--- src/rtl/rca_seq_ctrl.sv ---
// Multi-cycle WIDTH-bit add/subtract sequencer. It drives one external 4-bit ripple-carry
// slice for one nibble per cycle, least significant nibble first, and registers the carry between slices.
module rca_seq_ctrl #(
    parameter int WIDTH = 16
) (
    input  logic             clk,
    input  logic             reset,
    input  logic             in_valid,
    output logic             in_ready,
    input  logic [WIDTH-1:0] op_a,
    input  logic [WIDTH-1:0] op_b,
    input  logic             op_cin,
    input  logic             op_sub,
    output logic             out_valid,
    input  logic             out_ready,
    output logic [WIDTH-1:0] sum,
    output logic             cout,
    output logic             ovf,
    output logic [3:0]       sl_a,
    output logic [3:0]       sl_b,
    output logic             sl_cin,
    input  logic [3:0]       sl_s,
    input  logic             sl_cout,
    output logic [1:0]       dbg_state_o
);

    localparam int NSLICE = WIDTH / 4;
    localparam int IDX_W  = $clog2(NSLICE);
    localparam int MSB    = WIDTH - 1;
    localparam logic [IDX_W-1:0] LAST_IDX = IDX_W'(NSLICE - 1);

    typedef enum logic [1:0] {
        IDLE = 2'd0,
        RUN  = 2'd1,
        DONE = 2'd2
    } state_t;

    // Handshakes: a transfer happens on a rising edge where valid && ready. The source holds
    // its operands until in_ready. The result stays stable while out_valid && !out_ready.
    state_t             state_q, state_d;
    logic [WIDTH-1:0]   a_q, a_d;
    logic [WIDTH-1:0]   b_q, b_d;
    logic [WIDTH-1:0]   sum_q, sum_d;
    logic               carry_q, carry_d;
    logic               cout_q, cout_d;
    logic               ovf_q, ovf_d;
    logic [IDX_W-1:0]   idx_q, idx_d;

    always_ff @(posedge clk) begin
        if (reset) begin
            state_q <= IDLE;
            a_q     <= '0;
            b_q     <= '0;
            sum_q   <= '0;
            carry_q <= 1'b0;
            cout_q  <= 1'b0;
            ovf_q   <= 1'b0;
            idx_q   <= '0;
        end else begin
            state_q <= state_d;
            a_q     <= a_d;
            b_q     <= b_d;
            sum_q   <= sum_d;
            carry_q <= carry_d;
            cout_q  <= cout_d;
            ovf_q   <= ovf_d;
            idx_q   <= idx_d;
        end
    end

    always_comb begin
        state_d = state_q;
        a_d     = a_q;
        b_d     = b_q;
        sum_d   = sum_q;
        carry_d = carry_q;
        cout_d  = cout_q;
        ovf_d   = ovf_q;
        idx_d   = idx_q;
        sl_a    = 4'd0;
        sl_b    = 4'd0;
        sl_cin  = 1'b0;
        case (state_q)
            IDLE: begin
                if (in_valid) begin
                    a_d     = op_a;
                    b_d     = op_sub ? ~op_b : op_b;
                    carry_d = op_sub | op_cin;
                    idx_d   = '0;
                    state_d = RUN;
                end
            end
            RUN: begin
                sl_a    = a_q[{idx_q, 2'b00} +: 4];
                sl_b    = b_q[{idx_q, 2'b00} +: 4];
                sl_cin  = carry_q;
                sum_d[{idx_q, 2'b00} +: 4] = sl_s;
                carry_d = sl_cout;
                idx_d   = idx_q + IDX_W'(1);
                if (idx_q == LAST_IDX) begin
                    // The top nibble is written on this edge, so the flags come from the slice directly.
                    cout_d  = sl_cout;
                    ovf_d   = (a_q[MSB] == b_q[MSB]) && (sl_s[3] != a_q[MSB]);
                    state_d = DONE;
                end
            end
            DONE: begin
                if (out_ready) begin
                    state_d = IDLE;
                end
            end
            default: state_d = IDLE;
        endcase
    end

    assign in_ready    = (state_q == IDLE);
    assign out_valid   = (state_q == DONE);
    assign sum         = sum_q;
    assign cout        = cout_q;
    assign ovf         = ovf_q;
    assign dbg_state_o = state_q;

endmodule

--- config.mk ---
export PLATFORM = sky130hd
export DESIGN_NAME = rca_seq_ctrl
export DESIGN_NICKNAME = d
export VERILOG_FILES = /design/src/rtl/rca_seq_ctrl.sv
export SDC_FILE = /design/constraint.sdc
export NUM_CORES = 1
export LEC_CHECK = 0
export ABC_AREA = 1
export CAP_MARGIN = 0
export CORE_ASPECT_RATIO = 0.9
export CORE_MARGIN = 2
export CORE_UTILIZATION = 43
export DETAILED_ROUTE_END_ITERATION = 7
export PLACE_DENSITY_LB_ADDON = 0.08
export RECOVER_POWER = 50
export SYNTH_ARGS = -nofsm -noshare
export SYNTH_HDL_FRONTEND = slang
export SYNTH_SLANG_ARGS = --single-unit
--- constraint.sdc ---
create_clock -name clk -period 2.62 [get_ports clk]
set_input_delay 0.393 -clock clk [delete_from_list [all_inputs] [get_ports clk]]
set_output_delay 0.393 -clock clk [all_outputs]
set_load 0.02 [all_outputs]
Yosys cells after proc, flatten, opt, wreduce, memory -nomap -nowiden
Cells that the tools add are included.
Widths: inputs -> output; s select.
- input port bits: 43
- output and inout port bits: 31
- word-level logic and storage cells: 44
- bits in registers: 55
- mux-type cells: 13
- reductions and logical operators: 7
- add/sub/neg operators: 2
- equality and inequality tests: 8
- bitwise operators: 2
- shift-type cells: 4
- operators by type and width (kind ; number):
    $shiftx 16x5->4 ; 2
    $bwmux 16 ; 1
    $mux 16 ; 1
    $not 16->16 ; 1
    $shift 4x6->16 const A ; 1
    $shiftx 4x6->16 ; 1
    $mux 2 ; 4
    $mux 4 ; 2
    $neg 4->6 ; 1
    $pmux 2 s3 ; 1
    $reduce_and 2->1 ; 3
    $eq 2x2->1 const B ; 2
    $ne 2x2->1 const B ; 2
    $pmux 2 s2 ; 1
    $reduce_and 3->1 ; 1
    $add 2x1->2 const B ; 1
    $eq 2x1->1 const B ; 1
    $logic_not 2->1 ; 1
    $mux 1 ; 2
    $ne 2x1->1 const B ; 1
    $pmux 1 s2 ; 1
    $reduce_bool 2->1 ; 1
    $eq 1x1->1 ; 1
    $logic_and 1x1->1 ; 1
    2 further kinds ; 2

Depth between registers and ports, before layout
- depth in word-level cells: 3
- gate-level depth with buffers: 8
- gate-level depth less buffers: 7

Worst setup path before layout
Ideal clock, no wire load.
- path kind: register to output
- from: register state_q[0] (netlist: dbg_state_o[0])
- to: output sl_a[0]
- cell stages (with the launch flop): 5
- buffers on the path: 2
- required time: 2.227 ns
- data arrival time: 1.197 ns
- slack: 1.030 ns
- path through: dfxtp_1 -> buf_6 -> nand2_1 -> buf_4 -> a21oi_1
- longest elaborated chain between the ends: 2
- RTL lines (item ; RTL line ; RTL):
    start: declaration ; 40 ; state_t state_q, state_d;
    start signal: assignment ; 60 ; state_q <= state_d;
    $eq 2x1->1 ; 83 ; case (state_q)
    $mux 4 ; 83 ;
    end: declaration ; 19 ; output logic [3:0] sl_a,
No other way between the ends.

Worst setup path in the final report
- from: register idx_q[0]
- to: output sl_a[1]
- longest elaborated chain between the ends: 2
- RTL lines (item ; RTL line ; RTL):
    start: declaration ; 47 ; logic [IDX_W-1:0] idx_q, idx_d;
    start signal: assignment ; 67 ; idx_q <= idx_d;
    $shiftx 16x5->4 ; 94 ; sl_a = a_q[{idx_q, 2'b00} +: 4];
    $mux 4 ; 83 ;
No other way between the ends.

==> metrics.md <==
| Metric | Value |
|---|---|
| Fin. max-slew vios | 0 |
| Post-Route WL | 6400 um |
| P_leak | 0.00138 uW |
| Most common cell on crit path | nor2_1 |
| Die Wd | 88.0 um |
| Synth Warn # | 0 |
| Core footprint | 6110 um2 |
| Startpoint types | flip-flop |
| Crit path capture type | primary output |
| Register area share after synthesis | 0.404 |
| CP Max Fanout | 9 |
| Area contributors post-synth | dfxtp_1, nor2_1, nand2_1 |
| Clock latency on the worst-skew pair | 0.32 ns |
| Final hold vios | 0 |
| Post-Syn Nets | 421 |
| Setup TNS | 0 ns |
| Gr busiest metal | met2 |
| DRT Pass-1 Iters | 4 |
| Slew headroom | 0.311 |
| CP Data Required Time | 2.23 ns |
| Vias | 2477 |
| Iter 0 DRT Violations | 91 |
| Full die area | 7000 um2 |
| # diodes | 0 |
| Crit path cell chain | buf_4, nor2_1, nor2_1, o21ai_0, a21oi_1, clkdlybuf4s50_1 |
| CTS HTree Levels | 2 |
| Routed length per instance | 12.2 um |
| Post-synthesis cell type count | 26 |
| I/O pin cnt | 74 |
| Area growth syn-to-layout | 28.5% |
| Critical path class | reg2out |
| Via density | 4.73 |
| Slowest CP cell | clkdlybuf4s50_1 |
| Post-Syn Area | 2730 um2 |
| Worst vdd ir | 0.294 mV |
| Starting Density | 0.446 |
| Nets | 485 |
| Synth Flop Type | dfxtp_1 |
| Power per Cell Area | 527 nW/um2 |
| # port buffers | 73 |
| Final Instance Count excl. Fillers | 524 |
| Dpl cells | 517 |
| DRC violations left | 0 |
| GPL Wtd Cong | 0.766 |
| TritonCTS clock tree | yes |
| Met1 GRT Util | 0.262 |
| Leading area contributor after synthesis | dfxtp_1 |
| Gr ovfl total | 0 |
| Global routing usage on met2 | 0.289 |
| Final antenna-violating net count | 0 |
| CTS Buf Count | 5 |
| Layout cell share with drive strength beyond 1 | 0.0686 |
| Hold buffer count at cts | 0 |
| Row count | 27 |
| First-pass GRT wire length | 10400 um |
| Critical Path AT | 2.03 ns |
| Syn_area_per_cell | 7.31 um2 |
| Final Instance Area | 3500 um2 |
| CTS sink count | 55 |
| Root Driver | clkbuf_8 |
| PnR Total Power | 1850 uW |
| Vias in the first global route | 2260 |
| Cells after synthesis | 373 |
| Post_cts resized | 0 |
| Synth top area share | 0.404 |
| Met3 Usage GRT | 0.0383 |
| Clock Path Buffers | 2 |
| Outcome | finished, final reports clean |
| Post-DP HPWL | 4550 um |
| Largest net degree at the start of global routing | 36 |
| Async S/R FF share, synth | 0 |
| Measured slew at the worst slew-check pin | 1.03 ns |
| RSZ-0062 raised after global routing | false |
| Fmax | 413 MHz |
| Worst-path clk slew | 0.09 ns |
| Die Y | 79.6 um |
| Crit-path max cell delay | 0.63 ns |
| Setup Buffers After CTS | 0 |
| Placed Area | 3450 um2 |
| Initial antenna violation count | 0 |
| Setup Skew | 0.00811 ns |
| Setup violators final | 0 |
| EDFF count, synth | 0 |
| #FFs+latches synth | 55 |
| Final min period | 2.42 ns |
| Total track usage | 0.190 |
| Final worst-path cycle share | 0.924 |
| Hold Crit Class | reg2reg |
| Max-Cap Viols | 0 |
-- layout make-up --
class	instances	area, um2
multi-input cells	272	1330
inverters	24	90.1
fillers	617	2610
clock inverters	1	30.0
well taps	87	109
flip-flops and latches	55	1100
repair buffers	79	776
clock buffers	6	72.6
-- sequential cells by signal (all words and copies together) (netlist names) --
register	count
a_q	16
b_q	16
sum	16
dbg_state_o	2
idx_q	2
carry_q	1
cout	1
ovf	1
-- power breakdown --
| group | internal (uW) | switching [uW] | total [uW] |
|---|---|---|---|
| Combinational | 170 | 210 | 381 |
| Clock | 280 | 268 | 548 |
| Sequential | 886 | 31.1 | 918 |
-- final timing paths --
path	startpoint	end	slack [ns]	cells past startpoint
setup reg to reg	dbg_state_o[0]	b_q[4]	0.41	6
hold / removal	sum[10]	sum[10]	0.47	2
hold reg to reg	sum[10]	sum[10]	0.47	2
setup / recovery	idx_q[0]	sl_a[1]	0.20	6
-- metal layers --
layer  wire length [um]  share of wire  up-vias
li1                   -              -     1308
met1               3170           0.49     1093
met2               2780           0.43       69
met3                345          0.054        7
met4                103          0.016        0
met5                  0              0        -
-- Yosys cell counts (3+ instances only) --
library cell   n
dfxtp_1       55
clkbuf_1       6
ha_1           5
nor2_1        76
buf_6          4
xor2_1        16
o21ai_0       37
a21oi_2       15
nor3_1         7
a21oi_1       28
nand3_1        4
nand3_2        3
nand2_2        5
buf_2          6
nand2_1       70
inv_1         21
-- critical path, delay by kind of cell, from the launching register on --
| kind | cells | cell delay (ns) |
|---|---|---|
| AOI/OAI and AO/OA | 2 | 0.27 |
| DFF | 1 | 0.48 |
| buffers and inverters | 2 | 0.85 |
| and+or+nand+nor | 2 | 0.12 |
-- logic make-up (layout without fill, tap and decap cells) --
logic type | count (synthesis) | in the layout | synth area share
simple gates | 169 | 169 | 0.256
flops | 55 | 55 | 0.404
compound gates | 82 | 82 | 0.173
xor+xnor | 16 | 16 | 0.0514
buf+inv | 46 | 110 | 0.0927
fa+ha+maj | 5 | 5 | 0.0229
-- cell usage in the layout (no fill, tap or decap) --
| master | Yosys | routed |
|---|---|---|
| a21oi_1 | 28 | 38 |
| a21oi_2 | 15 | 5 |
| buf_4 | 2 | 6 |
| bufinv_16 | 0 | 1 |
| clkbuf_1 | 6 | 1 |
| clkbuf_8 | 0 | 5 |
| clkdlybuf4s50_1 | 0 | 66 |
| dfxtp_1 | 55 | 55 |
| dlygate4sd3_1 | 0 | 7 |
| ha_1 | 5 | 5 |
| inv_1 | 21 | 22 |
| inv_2 | 2 | 2 |
| nand2_1 | 70 | 70 |
| nand2_2 | 5 | 6 |
| nand3_1 | 4 | 5 |
| nand3_2 | 3 | 2 |
| nor2_1 | 76 | 76 |
| nor2_2 | 2 | 2 |
| nor2_4 | 1 | 1 |
| nor3_1 | 7 | 7 |
| o211ai_1 | 2 | 2 |
| o21ai_0 | 37 | 37 |
| xor2_1 | 16 | 16 |
-- per-stage QoR --
step / util / hold slack, ns / worst slack (ns)
final: 0.573 / 0.465 / 0.198
after floorplan: - / 0.444 / 1.03
after global routing: 0.573 / 0.488 / 0.0115
after detailed placement: 0.565 / 0.457 / 0.531
after global placement: 0.565 / 0.454 / 0.545
after CTS: 0.582 / 0.470 / 0.169
Note: power is estimated with default switching activity, not from simulation.
==> RTL edit (same flow settings) <==
The parameter `WIDTH` goes from 16 to 32.
--- a/src/rtl/rca_seq_ctrl.sv
+++ b/src/rtl/rca_seq_ctrl.sv
@@ -2,5 +2,5 @@
 // slice for one nibble per cycle, least significant nibble first, and registers the carry between slices.
 module rca_seq_ctrl #(
-    parameter int WIDTH = 16
+    parameter int WIDTH = 32
 ) (
     input  logic             clk,
Interface: changed (resized op_a, op_b and sum); port bits go from 74 to 122. No check against the original RTL was run, so the function may have changed too.
==> RTL edit against the unedited design <==
Count of clock-buffer cells in the layout grew 5. Core utilization shrank 0.43 points. Power grew 110%. Largest power group unchanged. Routed wire length grew 110%. Sequential cell count grew 49. Cell area grew 94%. Setup slack lost 46 ps. Area after synthesis grew 90%. Final cell count grew 94%. Combinational power grew 87%.
==> RTL edit: results (changes against the unedited design) <==
Status:
- The flow ran to the end, and the final reports show no timing, DRC or antenna violations.

Hold path:
- The worst-case hold path end point is a_q[4]$_SDFFE_PP0P_.
- In this run the most critical hold path is launched from a_q[4]$_SDFFE_PP0P_.

Setup path:
- The worst-case register-to-register setup slack is 300 ps (-110 ps).
- The highest net fanout along the worst path was 22 (+13).
- In this run the critical register-to-register path is captured at b_q[21]$_SDFFE_PP0P_.

Layout:
- The clock tree cell share of total cell area came to 0.0453 (+0.0161).
- The final-layout non-clock buffer area share is 0.199 (-0.0219).
- The count of buffers not belonging to the clock network in the layout is 133 (+68%).
- The total of clock buffers placed in the layout is 11 (+5).
- The multi-input combinational cell count is 517 (+90%).
- The count of nets after finishing is 931 (+92%).
- The fraction of final layout cells with drive strength greater than 1 came to 0.0585 (-0.0101).
- The multi-input gate share of total cell area is 0.372 (-0.00671).
- The combined flip-flop and latch cell area is 2090 um^2 (+89%).

Place:
- The final weighted congestion in routability-driven placement is 0.828 (+8.1%).
- The count of input and output buffers came to 121 (+66%).
- The detailed-placement wirelength estimate is 9580 um (+110%).

Clocking:
- The number of levels in the clock H-tree is 3 (+1).
- The number of buffers inserted during clock tree synthesis is 9 (+4).
- The register clock-pin slew on the reported worst setup and hold paths came to 70 ps (-20 ps).
- The tree is rooted in a sky130_fd_sc_hd__clkbuf_16.

Routing:
- The ratio of routed vias to standard cells is 4.89 (+3.5%).
- The routed wire length per instance is 13.5 um (+11%).
- The aggregate routed wire length came to 13,700 um (+110%).
- The number of design-rule violations left by the first detailed-router iteration is 316 (+250%).

Global route:
- The met3 capacity usage during global routing is 0.0438 (+0.00551).
- The via count of the first global-routing pass came to 4,528 (+100%).
- The met2 routing resource usage after global routing came to 0.325 (+0.0367).
- The total global routing track utilization was 0.210 (+0.0207).
- The global-route wire length before repair is 21,900 um (+110%).

Timing:
- The worst clock skew was 6.01 ps (-2.10 ps).
- The worst slack on hold paths is 451 ps (-14.6 ps).

Synth:
- The distinct cell type count after synthesis is 27 (+3.8%).
- By area the synthesized netlist is led by sky130_fd_sc_hd__dfxtp_1, sky130_fd_sc_hd__nand2_1, sky130_fd_sc_hd__nor2_1.
- The fraction of the mapped netlist area in compound gates is 0.148 (-0.0250).
- By count the netlist is led by sky130_fd_sc_hd__nand2_1, sky130_fd_sc_hd__nor2_1, sky130_fd_sc_hd__dfxtp_1.

Power:
- The largest voltage drop on the vdd net is 367 uV (+25%).
- The switching fraction of total power came to 0.272 (-0.00343).
- The leakage component of the power came to 2.86 nW (+110%).
- The power share of the combinational group came to 0.187 (-0.019).
- The net switching power of the design is 1.04 mW (+100%).
==> RTL edit: cell count changes in the layout (fill, tap and decap cells not counted), moves of 10 or more <==
cell and change:
sky130_fd_sc_hd__a21oi_1 +36, sky130_fd_sc_hd__clkbuf_16 +10, sky130_fd_sc_hd__clkdlybuf4s50_1 +49, sky130_fd_sc_hd__dfxtp_1 +48, sky130_fd_sc_hd__inv_1 +58, sky130_fd_sc_hd__nand2_1 +68
sky130_fd_sc_hd__nand3_1 +35, sky130_fd_sc_hd__nor2_1 +40, sky130_fd_sc_hd__o21ai_0 +41, sky130_fd_sc_hd__xor2_1 +16
==> RTL edit: worst reg2reg max path, stage by stage, from the launching register on <==
cell	delay [ps]
sky130_fd_sc_hd__dfxtp_1	420
sky130_fd_sc_hd__nor2_1	80
sky130_fd_sc_hd__nand2_1	850
sky130_fd_sc_hd__clkbuf_2	570
sky130_fd_sc_hd__o21ai_0	180
sky130_fd_sc_hd__a21oi_1	150
==> RTL edit: worst max-delay path by stage <==
stage | start | end | slack [ps] | cells after the start
after floorplan | idx_q[1]$_SDFFE_PP0P_ | sum[28]$_SDFFE_PP0P_ | 630 | 10
after global placement | idx_q[0]$_SDFFE_PP0P_ | sl_a[1] | 480 | 8
after detailed placement | idx_q[0]$_SDFFE_PP0P_ | sum[29]$_SDFFE_PP0P_ | 450 | 9
after CTS | idx_q[0]$_SDFFE_PP0P_ | sl_a[1] | 80 | 8
after global routing | dbg_state_o[0]$_SDFFE_PP0P_ | b_q[5]$_SDFFE_PP0P_ | 40 | 5
final | idx_q[0]$_SDFFE_PP0P_ | sl_a[2] | 150 | 8
==> RTL edit: layer usage <==
layer,part of all wire,vias to the layer above,wire length [um]
met3,0.061,9,833
li1,-,2557,-
met4,0.0098,0,135
met1,0.50,2253,6850
met5,0,-,0
met2,0.43,142,5910
